### config.mk
export PLATFORM = sky130hd
export DESIGN_NAME = if_fetch_stage
export DESIGN_NICKNAME = d
export VERILOG_FILES = /design/src/rtl/if_fetch_stage_pkg.sv /design/src/rtl/if_fetch_stage_if_id_register.sv /design/src/rtl/if_fetch_stage.sv
export SDC_FILE = /design/constraint.sdc
export NUM_CORES = 1
export LEC_CHECK = 0
export CAP_MARGIN = 20
export CORE_MARGIN = 2
export CORE_UTILIZATION = 48
export CTS_BUF_LIST = sky130_fd_sc_hd__clkbuf_16
export CTS_CLUSTER_DIAMETER = 120
export CTS_CLUSTER_SIZE = 20
export DETAILED_ROUTE_END_ITERATION = 6
export PLACE_DENSITY = 0.77
export SYNTH_ARGS = -nofsm -noshare
export SYNTH_HDL_FRONTEND = slang
export SYNTH_HIERARCHICAL = 1
export SYNTH_SLANG_ARGS = --single-unit
### constraint.sdc
create_clock -name clk -period 2.3 [get_ports clk]
set_input_delay 0.69 -clock clk [delete_from_list [all_inputs] [get_ports clk]]
set_output_delay 0.69 -clock clk [all_outputs]
set_load 0.01 [all_outputs]
### src/rtl/if_fetch_stage_pkg.sv
// rtl/if_fetch_stage_pkg.sv - shared widths, stride and fetch FSM encoding
package if_fetch_stage_pkg;

  localparam int ADDRESS_LEN     = 32;
  localparam int INSTRUCTION_LEN = 32;
  localparam logic [ADDRESS_LEN-1:0] WORD_STRIDE = 32'd4;

  typedef enum logic [1:0] {
    FETCH_STATE_IDLE = 2'd0,
    FETCH_STATE_BUSY = 2'd1,
    FETCH_STATE_HELD = 2'd2,
    FETCH_STATE_DROP = 2'd3
  } fetch_state_e;

  function automatic logic [ADDRESS_LEN-1:0] word_align(input logic [ADDRESS_LEN-1:0] addr);
    return {addr[ADDRESS_LEN-1:2], 2'b00};
  endfunction

endpackage

### src/rtl/if_fetch_stage_if_id_register.sv
// rtl/if_fetch_stage_if_id_register.sv - IF/ID pipeline register
// Flush beats load, load beats hold; a flushed entry is all zeros.
module if_id_register
  import if_fetch_stage_pkg::*;
(
  input  logic                       clk,
  input  logic                       rst,
  input  logic                       load,
  input  logic                       flush,
  input  logic [ADDRESS_LEN-1:0]     pc_in,
  input  logic [INSTRUCTION_LEN-1:0] instr_in,
  output logic [ADDRESS_LEN-1:0]     pc_out,
  output logic [INSTRUCTION_LEN-1:0] instruction_out,
  output logic                       valid_out
);

  logic [ADDRESS_LEN-1:0]     pc_q, pc_d;
  logic [INSTRUCTION_LEN-1:0] instr_q, instr_d;
  logic                       valid_q, valid_d;

  always_comb begin
    pc_d    = pc_q;
    instr_d = instr_q;
    valid_d = valid_q;
    if (flush) begin
      pc_d    = '0;
      instr_d = '0;
      valid_d = 1'b0;
    end else if (load) begin
      pc_d    = pc_in;
      instr_d = instr_in;
      valid_d = 1'b1;
    end
  end

  always_ff @(posedge clk or negedge rst) begin
    if (!rst) begin
      pc_q    <= '0;
      instr_q <= '0;
      valid_q <= 1'b0;
    end else begin
      pc_q    <= pc_d;
      instr_q <= instr_d;
      valid_q <= valid_d;
    end
  end

  assign pc_out          = pc_q;
  assign instruction_out = instr_q;
  assign valid_out       = valid_q;

endmodule

### src/rtl/if_fetch_stage.sv
// rtl/if_fetch_stage.sv - instruction fetch: PC, imem req/ack FSM, holding buffer
// FETCH_STALL_COUNTER_EN adds the stall_cycles output.
module if_fetch_stage
  import if_fetch_stage_pkg::*;
#(
  parameter logic [ADDRESS_LEN-1:0] RESET_PC = 32'h0000_0000
) (
  input  logic                       clk,
  input  logic                       rst,
  input  logic                       freeze,
  input  logic                       branch_taken,
  input  logic [ADDRESS_LEN-1:0]     branch_address,
  output logic                       imem_req,
  output logic [ADDRESS_LEN-1:0]     imem_addr,
  input  logic                       imem_ack,
  input  logic [INSTRUCTION_LEN-1:0] imem_rdata,
  output logic [ADDRESS_LEN-1:0]     pc_out,
  output logic [INSTRUCTION_LEN-1:0] instruction_out,
  output logic                       valid_out
`ifdef FETCH_STALL_COUNTER_EN
  ,
  output logic [31:0]                stall_cycles
`endif
);

  fetch_state_e               state_q, state_d;
  logic [ADDRESS_LEN-1:0]     pc_q, pc_d;
  logic [ADDRESS_LEN-1:0]     req_addr_q, req_addr_d;
  logic [ADDRESS_LEN-1:0]     hold_pc_q, hold_pc_d;
  logic [INSTRUCTION_LEN-1:0] hold_instr_q, hold_instr_d;

  logic                       ifid_load, ifid_flush;
  logic [ADDRESS_LEN-1:0]     ifid_pc;
  logic [INSTRUCTION_LEN-1:0] ifid_instr;
  logic [ADDRESS_LEN-1:0]     target, req_next;

  assign target   = word_align(branch_address);
  assign req_next = req_addr_q + WORD_STRIDE;

  always_comb begin
    state_d      = state_q;
    pc_d         = pc_q;
    req_addr_d   = req_addr_q;
    hold_pc_d    = hold_pc_q;
    hold_instr_d = hold_instr_q;
    ifid_load    = 1'b0;
    ifid_flush   = 1'b0;
    ifid_pc      = req_next;
    ifid_instr   = imem_rdata;

    case (state_q)
      FETCH_STATE_IDLE: begin
        state_d    = FETCH_STATE_BUSY;
        req_addr_d = pc_q;
        if (branch_taken) begin
          ifid_flush = 1'b1;
          pc_d       = target;
          req_addr_d = target;
        end
      end
      FETCH_STATE_BUSY: begin
        if (branch_taken) begin
          ifid_flush = 1'b1;
          pc_d       = target;
          if (imem_ack) req_addr_d = target;
          else          state_d    = FETCH_STATE_DROP;
        end else if (imem_ack) begin
          pc_d = req_next;
          if (freeze) begin
            hold_pc_d    = req_next;
            hold_instr_d = imem_rdata;
            state_d      = FETCH_STATE_HELD;
          end else begin
            ifid_load  = 1'b1;
            req_addr_d = req_next;
          end
        end else if (!freeze) begin
          ifid_flush = 1'b1;
        end
      end
      FETCH_STATE_HELD: begin
        if (branch_taken) begin
          ifid_flush = 1'b1;
          pc_d       = target;
          req_addr_d = target;
          state_d    = FETCH_STATE_BUSY;
        end else if (!freeze) begin
          ifid_load  = 1'b1;
          ifid_pc    = hold_pc_q;
          ifid_instr = hold_instr_q;
          req_addr_d = pc_q;
          state_d    = FETCH_STATE_BUSY;
        end
      end
      FETCH_STATE_DROP: begin
        // The in-flight word is stale; only the latest redirect target matters.
        if (branch_taken) begin
          ifid_flush = 1'b1;
          pc_d       = target;
        end
        if (imem_ack) begin
          req_addr_d = branch_taken ? target : pc_q;
          state_d    = FETCH_STATE_BUSY;
        end
      end
      default: state_d = FETCH_STATE_IDLE;
    endcase
  end

  always_ff @(posedge clk or negedge rst) begin
    if (!rst) begin
      state_q      <= FETCH_STATE_IDLE;
      pc_q         <= RESET_PC;
      req_addr_q   <= RESET_PC;
      hold_pc_q    <= '0;
      hold_instr_q <= '0;
    end else begin
      state_q      <= state_d;
      pc_q         <= pc_d;
      req_addr_q   <= req_addr_d;
      hold_pc_q    <= hold_pc_d;
      hold_instr_q <= hold_instr_d;
    end
  end

  assign imem_req  = (state_q == FETCH_STATE_BUSY) || (state_q == FETCH_STATE_DROP);
  assign imem_addr = req_addr_q;

  if_id_register u_if_id_register (
    .clk             (clk),
    .rst             (rst),
    .load            (ifid_load),
    .flush           (ifid_flush),
    .pc_in           (ifid_pc),
    .instr_in        (ifid_instr),
    .pc_out          (pc_out),
    .instruction_out (instruction_out),
    .valid_out       (valid_out)
  );

`ifdef FETCH_STALL_COUNTER_EN
  logic [31:0] stall_q, stall_d;

  always_comb begin
    stall_d = stall_q;
    if ((state_q == FETCH_STATE_BUSY && !imem_ack) ||
        state_q == FETCH_STATE_HELD || state_q == FETCH_STATE_DROP)
      stall_d = stall_q + 32'd1;
  end

  always_ff @(posedge clk or negedge rst) begin
    if (!rst) stall_q <= '0;
    else      stall_q <= stall_d;
  end

  assign stall_cycles = stall_q;
`endif

endmodule
### After elaboration in Yosys (flattened, before gate mapping)

Cells that the tools add are included.

* bits in registers: 195
* input port bits: 69

* add/subtract/negate cells: 1
* equal/unequal tests: 10
* mux-type cells: 41
* bitwise operators: 1
* reduce and logical (&&, ||, !) cells: 7

Operators by type and width (number)
* $mux W32: 20
* $pmux W32 S4: 1
* $pmux W32 S2: 1
* $add A32 B3 Y32 const B: 1
* $ne A3 B3 Y1 const B: 5
* $mux W2: 7
* $mux W1: 9
* $pmux W2 S4: 1
* $reduce_and A5 Y1: 1
* $eq A2 B2 Y1 const B: 2
* $ne A2 B2 Y1 const B: 2
* $pmux W1 S2: 2
* $reduce_and A4 Y1: 1
* $reduce_and A3 Y1: 1
* $reduce_or A3 Y1: 1
* $eq A2 B1 Y1 const B: 1
* $logic_not A2 Y1: 1
* $reduce_bool A2 Y1: 1
* $logic_or A1 B1 Y1: 1
* $not A1 Y1: 1

### Longest topological paths before layout

Gate-level depths: netlist of run 1.

* word-level depth: 6
* depth in mapped cells: 11

### Cells and area by module

Netlist of run 1, hierarchy kept.

By module, submodules not included
* if_fetch_stage: instances 1, cells each 748, area an instance 6990.5 sq um, sequential area each 3253.1 sq um
* if_id_register: instances 1, cells each 209, area an instance 2637.5 sq um, sequential area each 1626.6 sq um

### Worst setup path before layout of run 1

No wires, ideal clock.

* kind: input-to-reg
* from: input port imem_ack
* to: register u_if_id_register.pc_q[10], in the netlist u_if_id_register/pc_out[10]
* library setup time: 0.132 ns
* data arrival time: 2.387 ns
* slack: -0.219 ns
* stages: 9
* path buffers: 4
* cell sequence: clkbuf_1 > and2_1 > buf_1 > nor2_1 > nor4_1 > buf_6 > buf_8 > mux2i_1 > nor2_1

* word-level cells in the longest chain between the ends: 4
* elaborated cells on any way between the ends: 8
* those cells by class: mux (7); reduce/logical (1)

RTL lines
* from (decl): RTL line if_fetch_stage.sv:15 `input logic imem_ack,`
* $mux W1: RTL line if_fetch_stage.sv:67 `end else if (imem_ack) begin`
* $mux W1: RTL line if_fetch_stage.sv:62 `if (branch_taken) begin`
* $pmux W1 S2: RTL line if_fetch_stage.sv:51 `case (state_q)`
* named net ifid_load: RTL line if_fetch_stage.sv:32 `logic ifid_load, ifid_flush;`
* $reduce_bool A2 Y1 (no line)
* to (signal assigned): RTL line if_fetch_stage_if_id_register.sv:42 `pc_q <= pc_d;`
* to (decl): RTL line if_fetch_stage_if_id_register.sv:17 `logic [ADDRESS_LEN-1:0] pc_q, pc_d;`

The timed path passes the listed nets, and every way through them passes these cells.
A chain may end at the register's enable or synchronous reset.

### Final worst setup path of run 1

* from: register req_addr_q[6], in the netlist imem_addr[6]
* to: output port imem_addr[6]

RTL lines
* from (decl): RTL line if_fetch_stage.sv:28 `logic [ADDRESS_LEN-1:0] req_addr_q, req_addr_d;`
* from (signal assigned): RTL line if_fetch_stage.sv:120 `req_addr_q <= req_addr_d;`
* to (decl): RTL line if_fetch_stage.sv:14 `output logic [ADDRESS_LEN-1:0] imem_addr,`

No word-level cell between the ends.

==> results of run 1 <==
[through the flow]
step	setup TNS (ns)	power (uW)
after global routing	-0.002218	14810
after CTS	0	14000
after floorplan	0	8222
after detailed placement	-6.397	10850
final	0	14040
after global placement	-5.871	10620
[power groups by stage]
stage                     combinational, uW  sequential (uW)  clock, uW
after global routing                   6200             5350       3250
after global placement                 5440             5190          0
final                                  5730             5220       3100
after CTS                              5670             5210       3120
after floorplan                        2880             5340          0
after detailed placement               5570             5270          0
[worst max-delay path: cells and delay by family (launching register included)]
kind / cells / cell delay (ns)
buffers and inverters: 2 / 0.75
DFF: 1 / 0.38
[metal layers]
metal,vias to the layer above,share of wire (%)
met1,4055,41
met4,0,2.0
met3,42,8.7
met5,-,0
met2,307,48
li1,3782,-
[path summary, 6_finish.rpt]
check | start | slack (ns) | to | cells after the start
worst min register to register | hold_pc_q[22] | 0.48 | hold_pc_q[22] | 2
worst max-delay path | imem_addr[6] | 0.05 | imem_addr[6] | 2
worst max register to register | imem_addr[2] | 0.08 | u_if_id_register/pc_out[30] | 10
worst min-delay path | rst | 0.22 | hold_pc_q[19] | 1
max in group asynchronous | rst | 1.46 | imem_addr[3] | 2
min in group clk | hold_pc_q[22] | 0.48 | hold_pc_q[22] | 2
[area by class of cell]
| class | count | area (sq um) | area share, % |
|---|---|---|---|
| clock buffers | 17 | 425.4 | 3.275 |
| clock inverters | 14 | 176.4 | 1.358 |
| inverters | 17 | 63.81 | 0.4913 |
| multi-input cells | 672 | 4469 | 34.41 |
| flip-flops and latches | 195 | 4882 | 37.59 |
| well taps | 265 | 331.6 | 2.553 |
| repair buffers | 260 | 2640 | 20.33 |
[repair_timing]
action	4_1_cts	5_1_grt
resized for setup	8	7
setup endpoints to repair	6	15
pin swaps	0	4
buffers inserted	1	3
[layout by cell type, fill, tap and decap left out, drive strengths merged, types with 5 or more instances in the layout]
master and instances:
a22o 6, o21a 5, o31ai 7, nand2 80
nand4 8, o31a 9, nor3 12, mux2i 68
clkbuf 18, xnor2 20, nand2b 5, nor4 10
o21ai 69, xor2 7, inv 21, nand3 16
buf 97, nor2 131, a22oi 21, mux2 72
dfrtp 195, o22ai 10, clkdlybuf4s50 159, a31oi 17
a21oi 63
[sequential cells by signal (all words and copies together) (netlist names)]
signal,cells
u_if_id_register/instruction_out,32
u_if_id_register/pc_out,32
imem_addr,32
state_q,2
pc_q,32
u_if_id_register/valid_out,1
hold_pc_q,32
hold_instr_q,32
[cell families after synthesis]
family                   count (synthesis)  synth area share (%)
XOR/XNOR                                27                 2.456
buffers and inverters                   90                 4.275
AO/OA/AOI/OAI                          226                 14.24
AND/OR/NAND/NOR                        275                 12.33
adder cells (fa/ha/maj)                  4                0.5198
multiplexers                           140                 15.49
flip-flops                             195                 50.68
==> results by group, run 1 <==
Layout
  – Number of diodes: 0
  – Final-stage net count: 1,236
  – Fill cells: 1,542
  – Final instance area: 12,990 sq um
  – Final core utilization: 66.30%
  – Layout Area Growth over Synthesis: 34.91%
  – Post-route insts no fill: 1,440
  – Fraction of layout cells with a size suffix above 1: 19.15%

Synthesis
  – Post-Syn Nets: 1,030
  – Yosys reg bits: 195
  – Commonest cells post-synth: dfrtp_1 (195), nor2_1 (131), nand2_1 (80), mux2_2 (72), o21ai_0 (69)
  – Syn Std Cell Area: 9628 sq um
  – Most common cell in the netlist: dfrtp_1
  – Async SR Flop Fraction: 100.0%
  – Area share of the largest cell type after synthesis: 50.68%
  – Synthesized instance count: 957
  – Yosys warns: 6
  – Post-synth EDFFs: 0
  – Avg Synthesized Cell Area: 10.06 sq um
  – Area contributors post-synth: dfrtp_1 (51%), mux2_2 (8.4%), mux2i_1 (7.1%)
  – Seq/Total Area, Yosys: 50.68%
  – Cell taking the most area after synthesis: dfrtp_1
  – Main synth FF type: dfrtp_1
  – Synth cell types: 53

GRT
  – Total Routing Usage GR: 25.27%
  – First-pass GRT wire length: 42,620 um
  – Top Usage Layer GRT: met2
  – Antenna violations before repair: 1
  – Met1 Usage GRT: 32.08%
  – Met3 global-route usage: 8.213%
  – Vias in the first global route: 8,049
  – Largest net degree at the start of global routing: 52
  – Grt met2 use: 41.35%
  – GR Overflow Total: 0

STA
  – Crit path time final: 2.250 ns
  – Setup violations, final: 0
  – Period utilisation layout: 97.83%
  – Worst slew pin tran: 0.5316 ns
  – Worst hold slack: 0.2194 ns
  – Final Hold Violating Endpoints: 0
  – Rel. slew slack: 64.31%
  – Worst clock skew: 0.008874 ns
  – Setup ws final: 0.04994 ns
  – Slew Limit Fails: 0
  – FMAX: 0.4444 GHz

Power and ir drop
  – P_sw: 5055 uW
  – Proportion of power drawn by the clock network: 22.1%
  – Sequential power share: 37.2%
  – Leak: 0.005509 uW
  – Pwr/cell area: 1081 nW/um^2
  – Comb power frac: 40.8%
  – Int Power: 8990 uW
  – Switching Fraction: 35.99%
  – VDD IR-drop max: 672.5 uV

Critical path
  – Critical Path RT: 1.61 ns
  – CP endpoint kind: primary output
  – Worst Path Arrival: 1.56 ns
  – Worst-path maximum fanout: 5
  – Critical Path, Cell by Cell: buf_4 -> clkdlybuf4s50_1
  – WS Path Type: register to primary output
  – Critical Path Source Type: register
  – Max incr delay on CP: 0.59 ns
  – Slowest cell on the critical path: clkdlybuf4s50_1

Route
  – DR vias/cell: 5.685
  – Routed via count: 8,186
  – DRC Markers: 0
  – Pre-antenna DRT Iters: 5
  – DR iter-0 viols: 537
  – Wire length per cell: 18.71 um
  – WL final: 26,950 um
  – Antenna Nets Post-Route: 0

Clock tree
  – Clock root cell: clkbuf_16
  – CTS Hold Bufs: 0
  – CTS clk-pin slew, worst paths: 0.07 ns
  – Clock sinks: 195
  – CTS tree: done
  – H-tree Lvls: 4
  – Clk Latency, worst-skew pair: 0.44 ns
  – Clock Path Buffers: 2
  – CTS Buf Count: 17

Floorplanning
  – Row count: 51
  – Width of the die: 145.6 um
  – Core area: 19,590 sq um
  – Starting Density: 49.15%
  – Die ar.: 21,210 sq um
  – # IOs: 167
  – Die height: 145.6 um

Placement
  – Placer congestion estimate: 0.8946
  – Port bufs: 164
  – Placed cell area: 12,280 sq um
  – HPWL after detailed placement: 18,910 um
  – Post-Place Cells: 1,405
  – Post-Place Setup Slack: -0.1812 ns

Worst hold path
  – HP Class: primary input to asynchronous set/reset pin

Job
  – Max_cap viols: 0

Outcome
  – Status: completed
Power figures use the tool's default switching activity.
==> run 2: changes to the inputs <==
--- a/config.mk
+++ b/config.mk
@@ -12,7 +12,8 @@
 export CTS_CLUSTER_DIAMETER = 120
 export CTS_CLUSTER_SIZE = 20
 export DETAILED_ROUTE_END_ITERATION = 6
-export PLACE_DENSITY = 0.77
+export PLACE_DENSITY = 0.76
+export SETUP_SLACK_MARGIN = 0.15
 export SYNTH_ARGS = -nofsm -noshare
 export SYNTH_HDL_FRONTEND = slang
 export SYNTH_HIERARCHICAL = 1
==> run 2 against run 1 <==
  * Global-route usage is 0.58 points lower
  * Clock skew up 0.0022 ns
  * Flip-flop and latch count stayed put
  * Count of clock-buffer cells in the layout unchanged
  * Clock power about the same
  * Non-clock buffer count rose by 15
  * Critical endpoint is now u_if_id_register/pc_out[22]
  * Largest power group unchanged
==> results by group, run 2 (synthesized netlist as in run 1, its figures left out) <==
Outcome
  – Status: completed

Layout
  – Number of diodes: 0 (unchanged)
  – Post-route insts no fill: 1,456 (+1.1%)
  – Final-stage net count: 1,251 (+1.2%)
  – Fill cells: 1,503 (-2.5%)
  – Most frequent cells in the layout: dfrtp_1 (183), clkdlybuf4s50_1 (138), nor2_1 (126)
  – Fraction of layout cells with a size suffix above 1: 23.26% (+4.1 points)
  – Layout Area Growth over Synthesis: 37.73%
  – Commonest non-fill, non-tap cell in the layout: dfrtp_1
  – Final core utilization: 67.69% (+1.4 points)
  – Final instance area: 13,260 sq um (+2.1%)

Critical path
  – Worst-path maximum fanout: 4 (-1)
  – CP endpoint kind: register
  – FF-to-FF setup slack: 0.15 ns (+0.07 ns)
  – Critical Path RT: 2.63 ns (+1.02 ns)
  – Slowest cell on the critical path: or4_4
  – Critical Path, Cell by Cell: ha_4 -> nand2_4 -> or4_4 -> or3_4 -> xor2_4 -> a21oi_1 -> mux2i_1 -> nor2_1
  – Critical Path Source Type: register
  – Max incr delay on CP: 0.52 ns (-0.07 ns)
  – Worst Path Arrival: 2.48 ns (+0.92 ns)
  – WS Path Type: register to register

Route
  – Antenna Nets Post-Route: 0 (unchanged)
  – Pre-antenna DRT Iters: 5 (unchanged)
  – DR vias/cell: 5.618 (-1.2%)
  – DR iter-0 viols: 701 (+31%)
  – Wire length per cell: 18.23 um (-2.6%)
  – WL final: 26,540 um (-1.5%)
  – Routed via count: 8,180 (-0.073%)
  – DRC Markers: 0 (unchanged)

Clock tree
  – Clock Path Buffers: 2 (unchanged)
  – CTS clk-pin slew, worst paths: 0.07 ns (about the same)
  – CTS Hold Bufs: 0 (unchanged)
  – Clock sinks: 195 (unchanged)
  – Clock root cell: clkbuf_16
  – CTS tree: done
  – H-tree Lvls: 4 (unchanged)
  – CTS Buf Count: 17 (unchanged)
  – Clk Latency, worst-skew pair: 0.45 ns (about the same)

Floorplanning
  – Die ar.: 21,210 sq um (unchanged)
  – Width of the die: 145.6 um (unchanged)
  – Die height: 145.6 um (unchanged)
  – Starting Density: 49.15% (unchanged)
  – # IOs: 167 (unchanged)
  – Core area: 19,590 sq um (unchanged)
  – Row count: 51 (unchanged)

STA
  – Crit path time final: 2.148 ns (-0.1019 ns)
  – Worst hold slack: 0.1172 ns (-0.1021 ns)
  – Period utilisation layout: 93.40% (-4.4 points)
  – Final Hold Violating Endpoints: 0 (unchanged)
  – FMAX: 0.4655 GHz (+4.7%)
  – Slew Limit Fails: 0 (unchanged)
  – Setup violations, final: 0 (unchanged)
  – RSZ-0062 raised after global routing: true
  – Worst slew pin tran: 0.5413 ns (+0.009742 ns)
  – Rel. slew slack: 63.58% (-0.73 points)
  – Worst clock skew: 0.01103 ns (+0.002155 ns)

Placement
  – Post-Place Cells: 1,401 (-0.28%)
  – Port bufs: 164 (unchanged)
  – HPWL after detailed placement: 18,090 um (-4.3%)
  – Placed cell area: 12,240 sq um (-0.40%)
  – Placer congestion estimate: 0.9072 (+1.4%)

GRT
  – GR Overflow Total: 0 (unchanged)
  – Antenna violations before repair: 1 (unchanged)
  – Total Routing Usage GR: 24.68% (-0.58 points)
  – First-pass GRT wire length: 42,280 um (-0.81%)
  – Largest net degree at the start of global routing: 64 (+23%)
  – Vias in the first global route: 8,029 (-0.25%)

Power and ir drop
  – Pwr/cell area: 1066 nW/um^2 (-1.4%)
  – Leak: 0.005693 uW (+3.3%)
  – VDD IR-drop max: 676.2 uV (+0.56%)

Worst hold path
  – HP Class: primary input to asynchronous set/reset pin

Job
  – Max_cap viols: 0 (unchanged)
-- run 2: cell count changes in the layout (fill, tap and decap cells not counted), sizes merged --
cell / change
dlymetal6s2s: +1
inv: +3
clkbuf: +4
clkdlybuf4s50: -21
dlygate4sd2: +19
clkinvlp: -2
bufinv: -1
clkinv: +1
buf: +12
-- run 2: where the power goes --
| part | internal, uW | total (uW) | leakage (uW) | switching (uW) |
|---|---|---|---|---|
| combinational | 2820 | 5810 | 0.00291 | 2990 |
| sequential | 4540 | 5260 | 0.00249 | 725 |
| clock | 1640 | 3070 | 0.000294 | 1430 |
| total | 8990 | 14100 | 0.00569 | 5140 |
-- run 2: per-layer routing --
metal / GRT usage [%] / routed length, um / up-vias
li1: - / - / 3816
met4: 8.137 / 562 / 0
met2: 39.76 / 12570 / 303
met5: 0 / 0 / -
met1: 32.83 / 11460 / 4016
met3: 6.301 / 1948 / 45
-- run 2: final timing paths --
path / startpoint / to / depth (start not counted)
hold reg to reg: hold_pc_q[5] / hold_pc_q[5] / 2
setup reg to reg: imem_addr[3] / u_if_id_register/pc_out[22] / 8
hold / removal: rst / hold_pc_q[16] / 1
setup / recovery: imem_addr[3] / u_if_id_register/pc_out[22] / 8
min in group clk: hold_pc_q[5] / hold_pc_q[5] / 2
max in group asynchronous: rst / imem_addr[5] / 2
-- run 2: metrics by stage --
step / total power [uW] / worst slack [ns] / TNS, ns
5_1_grt: 14940 / 0.09187 / 0
6_report: 14140 / 0.1518 / 0
2_1_floorplan: 8275 / 0.06794 / 0
3_5_place_dp: 10710 / -0.1582 / -4.036
3_3_place_gp: 10490 / -0.09488 / -1.803
4_1_cts: 13760 / 0.06442 / 0
-- run 2: repair_timing --
item	in CTS	in global routing
setup endpoints to repair	29	88
setup buffers	6	14
gates resized for setup	35	41
cloned	0	3
pin swaps	1	9
-- run 2: layout make-up --
cell class              count  area [sq um]  share of cell area (%)
flip-flops and latches    195          4895                   36.91
inverters                  17         63.81                  0.4812
multi-input cells         672          4628                   34.90
well taps                 265         331.6                   2.500
clock buffers              17         425.4                   3.208
clock inverters            15         168.9                   1.274
repair buffers            275          2748                   20.72
-- run 2: worst max-delay path: cells and delay by family, from the launching register on --
kind	cells	cell delay [ns]
AND/OR/NAND/NOR	4	1.05
adder cells (fa/ha/maj)	1	0.16
multiplexers	1	0.14
XOR/XNOR	1	0.17
flip-flops	1	0.42
AO/OA/AOI/OAI	1	0.09
==> run 3: changes to the inputs <==
--- a/config.mk
+++ b/config.mk
@@ -6,13 +6,15 @@
 export NUM_CORES = 1
 export LEC_CHECK = 0
 export CAP_MARGIN = 20
+export CELL_PAD_IN_SITES_DETAIL_PLACEMENT = 1
+export CELL_PAD_IN_SITES_GLOBAL_PLACEMENT = 2
 export CORE_MARGIN = 2
-export CORE_UTILIZATION = 48
+export CORE_UTILIZATION = 30
 export CTS_BUF_LIST = sky130_fd_sc_hd__clkbuf_16
 export CTS_CLUSTER_DIAMETER = 120
 export CTS_CLUSTER_SIZE = 20
 export DETAILED_ROUTE_END_ITERATION = 6
-export PLACE_DENSITY = 0.76
+export PLACE_DENSITY_LB_ADDON = 0.1
 export SETUP_SLACK_MARGIN = 0.15
 export SYNTH_ARGS = -nofsm -noshare
 export SYNTH_HDL_FRONTEND = slang
==> run 3 against run 2 <==
  * Sequential share of layout area down 0.57 points
  * Clock skew about the same
  * Global-route usage shrank 6.0 points
  * Count of clock-buffer cells in the layout unchanged
  * Combinational power is 2% higher
  * Register-to-register slack worse by 0.02 ns
  * Cell area rose by 1.5%
  * Critical endpoint unchanged
  * Highest routed layer is now met5
==> results by group, run 3 (synthesized netlist as in run 1, its figures left out) <==
Route
  – Met3 wire length: 1375 um (-29%)
  – DRC Markers: 0 (unchanged)
  – Wire length on met2: 14,410 um (+15%)
  – Max layer used: met5
  – Met1 WL: 14,200 um (+24%)
  – Pre-antenna DRT Iters: 6 (+1)
  – WL final: 30,360 um (+14%)
  – DR vias/cell: 5.023 (-11%)
  – Antenna Nets Post-Route: 0 (unchanged)
  – DR iter-0 viols: 340 (-51%)
  – Wire length per cell: 18.93 um (+3.8%)
  – Routed via count: 8,057 (-1.5%)

Clock tree
  – CTS Hold Bufs: 0 (unchanged)
  – Clock Path Buffers: 2 (unchanged)
  – H-tree Lvls: 4 (unchanged)
  – Clock root cell: clkbuf_16
  – Clk Latency, worst-skew pair: 0.45 ns (about the same)
  – CTS clk-pin slew, worst paths: 0.08 ns (about the same)
  – Clock sinks: 195 (unchanged)
  – CTS Buf Count: 17 (unchanged)
  – CTS tree: done

Critical path
  – Critical Path RT: 2.69 ns (+0.06 ns)
  – Worst-path maximum fanout: 4 (unchanged)
  – WS Path Type: register to register
  – CP endpoint kind: register
  – Critical Path Source Type: register
  – Worst Path Arrival: 2.55 ns (+0.07 ns)

Floorplanning
  – Die ar.: 33,540 sq um (+58%)
  – Width of the die: 183.1 um (+26%)
  – Core area: 31,560 sq um (+61%)
  – Die height: 183.1 um (+26%)
  – # IOs: 167 (unchanged)
  – Row count: 65 (+27%)
  – Starting Density: 30.51% (-19 points)

GRT
  – GR Overflow Total: 0 (unchanged)
  – Largest net degree at the start of global routing: 49 (-23%)
  – First-pass GRT wire length: 48,210 um (+14%)
  – Total Routing Usage GR: 18.68% (-6.0 points)
  – Vias in the first global route: 8,610 (+7.2%)
  – Antenna violations before repair: 1 (unchanged)

Power and ir drop
  – VDD IR-drop max: 644.0 uV (-4.8%)
  – Pwr/cell area: 1049 nW/um^2 (-1.6%)
  – Leak: 0.005826 uW (+2.3%)

STA
  – Setup ws final: 0.1319 ns (-0.01987 ns)
  – Worst slew pin tran: 0.5032 ns (-0.03810 ns)
  – Setup TNS: 0 ns (unchanged)
  – Period utilisation layout: 94.26% (+0.86 points)
  – Rel. slew slack: 66.45% (+2.9 points)
  – RSZ-0062 raised after global routing: true
  – Final Hold Violating Endpoints: 0 (unchanged)
  – Slew Limit Fails: 0 (unchanged)
  – Crit path time final: 2.168 ns (+0.01987 ns)
  – Setup violations, final: 0 (unchanged)
  – FMAX: 0.4612 GHz (-0.92%)
  – Worst hold slack: 0.2012 ns (+0.08394 ns)
  – Worst clock skew: 0.01127 ns (+0.0002433 ns)

Layout
  – Fill cells: 3,493 (+130%)
  – Commonest non-fill, non-tap cell in the layout: dfrtp_1
  – Layout Area Growth over Synthesis: 39.75%
  – Most frequent cells in the layout: dfrtp_1 (187), clkdlybuf4s50_1 (129), nor2_1 (128)
  – Number of diodes: 0 (unchanged)
  – Post-route insts no fill: 1,604 (+10%)
  – Final-stage net count: 1,262 (+0.88%)
  – Final instance area: 13,460 sq um (+1.5%)
  – Fraction of layout cells with a size suffix above 1: 22.63% (-0.63 points)

Placement
  – Placer congestion estimate: 0.7287 (-20%)
  – HPWL after detailed placement: 21,220 um (+17%)
  – Post-Place Cells: 1,549 (+11%)
  – Port bufs: 164 (unchanged)
  – Post-Place Setup Slack: -0.1202 ns (+0.03805 ns)
  – Placed cell area: 12,540 sq um (+2.5%)

Job
  – Max_cap viols: 0 (unchanged)

Outcome
  – Status: completed

Worst hold path
  – HP Class: primary input to asynchronous set/reset pin
-- run 3: cell count changes in the layout (fill, tap and decap cells not counted), moves of 4 or more --
cell | before | now
buf_12 | 17 | 22
dlygate4sd2_1 | 20 | 25
buf_4 | 87 | 94
clkdlybuf4s50_1 | 138 | 129
dfrtp_2 | 12 | 8
dlymetal6s2s_1 | 3 | 7
dfrtp_1 | 183 | 187
-- run 3: where the power goes --
part | internal (uW) | switching (uW) | leakage, uW | total (uW)
Combinational | 2820 | 3120 | 0.00305 | 5930
Clock | 1530 | 1500 | 0.000279 | 3030
Sequential | 4530 | 624 | 0.00250 | 5150
-- run 3: final timing paths --
check / from / end / slack, ns / cells past startpoint
max: imem_addr[3] / u_if_id_register/pc_out[22] / 0.13 / 9
min: rst / u_if_id_register/pc_out[11] / 0.20 / 1
min reg2reg: hold_pc_q[7] / hold_pc_q[7] / 0.48 / 2
min in group clk: hold_pc_q[7] / hold_pc_q[7] / 0.48 / 2
max in group asynchronous: rst / u_if_id_register/instruction_out[10] / 1.48 / 2
max reg2reg: imem_addr[3] / u_if_id_register/pc_out[22] / 0.13 / 9
-- run 3: cell type report --
cell class | instances | area (sq um) | area share, %
Timing Repair Buffer | 286 | 2841 | 21.12
Tap cell | 402 | 503.0 | 3.738
Inverter | 17 | 63.81 | 0.4742
Multi-Input combinational cell | 672 | 4583 | 34.06
Clock inverter | 15 | 148.9 | 1.107
Clock buffer | 17 | 425.4 | 3.162
Sequential cell | 195 | 4890 | 36.34
-- run 3: what timing repair did --
item,4_1_cts,5_1_grt
gates cloned,0,1
setup endpoints to repair,39,98
endpoints found under the hold margin,0,0
resized for setup,42,35
buffers inserted,13,9
pin swaps,2,9
-- run 3: stage by stage --
stage / power (uW) / util (%)
floorplan: 8275 / -
global placement: 10910 / 39.74
detailed placement: 11050 / 39.74
CTS: 14190 / 41.95
global route: 15140 / 42.64
finish: 14110 / 42.64
-- run 3: critical path, stage by stage (launching register included) --
cell     delay [ns]
dfrtp_2        0.39
ha_4           0.15
nand2_4        0.04
or4_4          0.56
or3_4          0.41
xor2_1         0.15
buf_4          0.14
a21oi_2        0.10
mux2i_1        0.07
nor2_1         0.08
-- run 3: routing by layer --
| metal | track usage [%] | vias up |
|---|---|---|
| li1 | - | 3837 |
| met1 | 24.42 | 4062 |
| met2 | 30.92 | 137 |
| met3 | 5.044 | 19 |
| met4 | 4.320 | 2 |
| met5 | 0 | - |
==> variant 1, RTL diff (config.mk and constraints of run 2) <==
Re-encode `fetch_state_e` (4 states) as Gray code, 2 bits wide.
--- a/src/rtl/if_fetch_stage_pkg.sv
+++ b/src/rtl/if_fetch_stage_pkg.sv
@@ -6,10 +6,10 @@
   localparam logic [ADDRESS_LEN-1:0] WORD_STRIDE = 32'd4;
 
   typedef enum logic [1:0] {
-    FETCH_STATE_IDLE = 2'd0,
-    FETCH_STATE_BUSY = 2'd1,
-    FETCH_STATE_HELD = 2'd2,
-    FETCH_STATE_DROP = 2'd3
+    FETCH_STATE_IDLE = 2'b00,
+    FETCH_STATE_BUSY = 2'b01,
+    FETCH_STATE_HELD = 2'b11,
+    FETCH_STATE_DROP = 2'b10
   } fetch_state_e;
 
   function automatic logic [ADDRESS_LEN-1:0] word_align(input logic [ADDRESS_LEN-1:0] addr);
Behaviour: same outputs for any inputs over 4 cycles, from zero or initial values and one cycle with rst low; so few cycles prove little.
==> variant 1 against run 2 <==
Sequential share of layout area shrank 0.095 points; power increased by 7.0%; critical path depth increased by 1; non-clock buffer count fell by 7; sequential power up 0.8%; via count grew 2.5%; cell area rose by 0.21%; critical path type unchanged; worst setup slack got worse by 0.0089 ns; die area rose by 2.4%; wire length rose by 2.8%; sequential cell count unchanged; area after synthesis grew 2.4%.
==> variant 1: results (changes against run 2) <==
Commonest cells post-synth: dfrtp_1 (195), nor2_1 (148), nand2_1 (88) (was dfrtp_1 (195), nor2_1 (131), nand2_1 (80)). The wire length of the first global-routing pass is 43,700 um (was 42,300 um). The complex-gate fraction of the synthesized area came out at 13.5% (was 14.2%). The DRC marker count from the first detailed-route iteration came to 589 (was 701). The number of distinct library cells after synthesis came to 67 (was 53). The number of nets produced by synthesis is 1,057 (was 1,030).

The post-synthesis xor/xnor area fraction came to 2.40% (was 2.46%). The largest net degree at the start of global routing is 58 (was 64). The fraction of synthesized area in multiplexers came out at 15.1% (was 15.5%). The worst relative slew slack is 64.3% (was 63.6%). The gate family responsible for the most delay along the worst path is simple AND/OR/NAND/NOR gates (unchanged).

The power drawn by the clock network came out at 0.00303 W (was 0.00307 W). The launching element of the worst setup path is imem_addr[10] (was imem_addr[3]). The cell type of the slowest stage on the worst timing path is or4_1 (was or4_4). The overall fraction of global-route tracks in use was 25.5% (was 24.7%).

The number of antenna violations at the first check in global routing came out at 0 (was 1). The post-place setup slack is -0.106 ns (was -0.158 ns). The number of standard cells in the layout, taps in and fillers out came to 1,483 (was 1,456). The static power due to leakage is 5.83 nW (was 5.69 nW).

The final worst hold slack came out at 0.220 ns (was 0.117 ns). The total placed instance area is 12,400 um2 (was 12,200 um2). The final clock skew came out at 0.0101 ns (was 0.0110 ns). Outcome: finished, final reports clean (unchanged). The half-perimeter wire length after placement came out at 18,600 um (was 18,100 um). The area share of fa/ha/maj cells after synthesis is 0.507% (was 0.520%). The total combinational power is 0.00679 W (was 0.00581 W). The weighted congestion reported at the end of routability-driven placement came out at 0.913 (was 0.907).

The sequential fraction of the synthesis area came to 49.5% (was 50.7%). The number of nets in the final layout is 1,272 (was 1,251). The share of final-layout standard cells stronger than drive strength 1 was 20.9% (was 23.3%).

The post-CTS setup buffer count came out at 15 (was 6). The largest fanout of any net on the critical path came out at 5 (was 4). The instance count of the mapped netlist is 984 (was 957). The number of global-route vias before repair came to 8,323 (was 8,029). The placed instance count is 1,427 (was 1,401). The routed wire length came out at 27,300 um (was 26,500 um). The total sequential power is 0.00530 W (was 0.00526 W). The launch point of the worst reg-to-reg path is imem_addr[10] (was imem_addr[3]).

The peak supply drop came out at 669 uV (was 676 uV). The switching part of the total power is 38.6% (was 36.4%).
## variant 1: final cells by class
| cell class | instances | area [um2] |
|---|---|---|
| tap | 270 | 338 |
| timing repair buffer | 268 | 2640 |
| multi-input combinational | 699 | 4750 |
| sequential | 195 | 4890 |
| fill | 1557 | 6880 |
| clock buffer | 17 | 425 |
| inverter | 18 | 67.6 |
| antenna | 1 | 2.50 |
| clock inverter | 15 | 176 |
## variant 1: metal layers
layer	global-route usage [%]	wire length, um
met1	34.4	11700
met2	39.0	12300
met3	8.35	2610
met4	8.46	669
met5	0	0
## variant 1: cell families (layout without fill, tap and decap cells)
kind of cell / count (synthesis) / count (layout)
xor gates and xnor gates: 27 / 27
adders and majority gates: 4 / 4
other: 0 / 1
muxes: 140 / 140
buffers and inverters: 90 / 318
and+or+nand+nor: 312 / 312
DFF: 195 / 195
AOI/OAI and AO/OA: 216 / 216
==> variant 2, RTL diff (settings of run 2) <==
Made on the original files. Set the package constant `ADDRESS_LEN` to 16 (it was 32).
--- a/src/rtl/if_fetch_stage_pkg.sv
+++ b/src/rtl/if_fetch_stage_pkg.sv
@@ -1,7 +1,7 @@
 // rtl/if_fetch_stage_pkg.sv - shared widths, stride and fetch FSM encoding
 package if_fetch_stage_pkg;
 
-  localparam int ADDRESS_LEN     = 32;
+  localparam int ADDRESS_LEN     = 16;
   localparam int INSTRUCTION_LEN = 32;
   localparam logic [ADDRESS_LEN-1:0] WORD_STRIDE = 32'd4;
 
Interface: changed (resized branch_address, imem_addr and pc_out); port bits go from 167 to 119. The function was not compared with the original's and may differ.
==> variant 2 against run 2 <==
Synthesized cell count is 33% lower; critical endpoint is now u_if_id_register/instruction_out[19]; worst setup slack better by 0.016 ns; fmax is 0.74% higher; critical path type unchanged; power is 31% lower; first-iteration DRC count is 49% lower; sequential cell count is 64 lower; area after synthesis is 35% lower; wire length is 37% lower; largest cell class unchanged; cell area is 34% lower.
==> variant 2: results (changes against run 2) <==
Outcome: finished, final reports clean (unchanged). The largest net degree at the start of global routing is 50 (was 64). The gate family responsible for the most delay along the worst path is buffers and inverters (was simple AND/OR/NAND/NOR gates). The post-synthesis xor/xnor area fraction is 1.79% (was 2.46%).

The non-clock buffer count in the final layout came out at 175 (was 275). The weighted congestion reported at the end of routability-driven placement came out at 0.806 (was 0.907). The wire length of the first global-routing pass was 26,500 um (was 42,300 um). The number of nets in the final layout was 853 (was 1,251). The instance count of the mapped netlist came out at 645 (was 957). The length of routed wiring on met1 is 7500 um (was 11,500 um). The number of distinct library cells after synthesis came to 48 (was 53).

The placed instance count came to 934 (was 1,401). The launch point of the worst reg-to-reg path is state_q[1] (was imem_addr[3]). The cell count of the worst reg-to-reg path came out at 11 (was 8). The area share of fa/ha/maj cells after synthesis is 0.797% (was 0.520%).

The number of input and output port buffers inserted came out at 116 (was 164). The number of sequential cells in the layout was 131 (was 195). The routed length per placed instance is 17.1 um (was 18.2 um).

The final worst hold slack is 0.185 ns (was 0.117 ns). The slew at the pin closest to its max-slew limit is 0.500 ns (was 0.541 ns). The global-route met1 utilization is 31.4% (was 32.8%).

The number of nets produced by synthesis came out at 702 (was 1,030). The register area is 3290 um2 (was 4890 um2). The arrival time at the worst endpoint came out at 2.43 ns (was 2.48 ns). The cell type of the slowest stage on the worst timing path is dfrtp_1 (was or4_4). The count of multi-input gates is 461 (was 672). The routed length on met3 came out at 840 um (was 1950 um). The number of antenna violations at the first check in global routing came out at 0 (was 1). The critical register-to-register path endpoint is u_if_id_register/instruction_out[19] (was u_if_id_register/pc_out[22]). The peak supply drop is 752 uV (was 676 uV).

The post-place setup slack came out at -0.298 ns (was -0.158 ns). Commonest cells post-synth: nand2_1 (137), dfrtp_1 (131), nor2_1 (96) (was dfrtp_1 (195), nor2_1 (131), nand2_1 (80)). The fraction of synthesized area in multiplexers was 14.6% (was 15.5%).

The source-to-sink clock delay at the later pin of the worst-skew pair is 0.42 ns (was 0.45 ns). The power drawn by the clock network is 0.00253 W (was 0.00307 W). The cell-internal power is 0.00650 W (was 0.00899 W). The multi-input gate share of total cell area came out at 32.2% (was 34.9%). The met3 track demand over resource in global routing was 4.63% (was 6.30%). The static power due to leakage came to 3.89 nW (was 5.69 nW). The layout inverter count without the clock tree is 10 (was 17).

The relative area of clock buffers and inverters in the final design came out at 6.23% (was 4.48%). The largest fanout of any net on the critical path came out at 6 (was 4). The area growth from synthesis to layout came out at 40.1% (was 37.7%). The DRC marker count from the first detailed-route iteration is 361 (was 701). The delay of the slowest cell on the worst path is 0.42 ns (was 0.52 ns).
[variant 2: cell types whose count changed after synthesis, sizes merged, moves of 15 or more]
cell	run 2	this run
dfrtp	195	131
nand2	80	137
o21ai	69	24
mux2	72	37
nor2	131	96
clkbuf	55	24
a21oi	63	34
mux2i	68	50
a22oi	21	6
[variant 2: worst max-delay path by stage]
stage | to | slack (ns) | startpoint | cells past startpoint
floorplan | u_if_id_register/pc_out[10] | 0.16 | branch_taken | 9
global placement | pc_q[15] | -0.21 | branch_taken | 6
detailed placement | pc_q[15] | -0.30 | branch_taken | 6
CTS | pc_q[15] | 0.15 | state_q[1] | 7
global route | u_if_id_register/instruction_out[19] | 0.1 | state_q[1] | 11
finish | u_if_id_register/instruction_out[19] | 0.17 | state_q[1] | 11
[variant 2: timing repair]
action | 4_1_cts | 5_1_grt
endpoints found under the setup margin | 8 | 117
cloned | 0 | 6
buffers inserted | 2 | 7
pin swaps | 1 | 1
gates resized for setup | 9 | 25
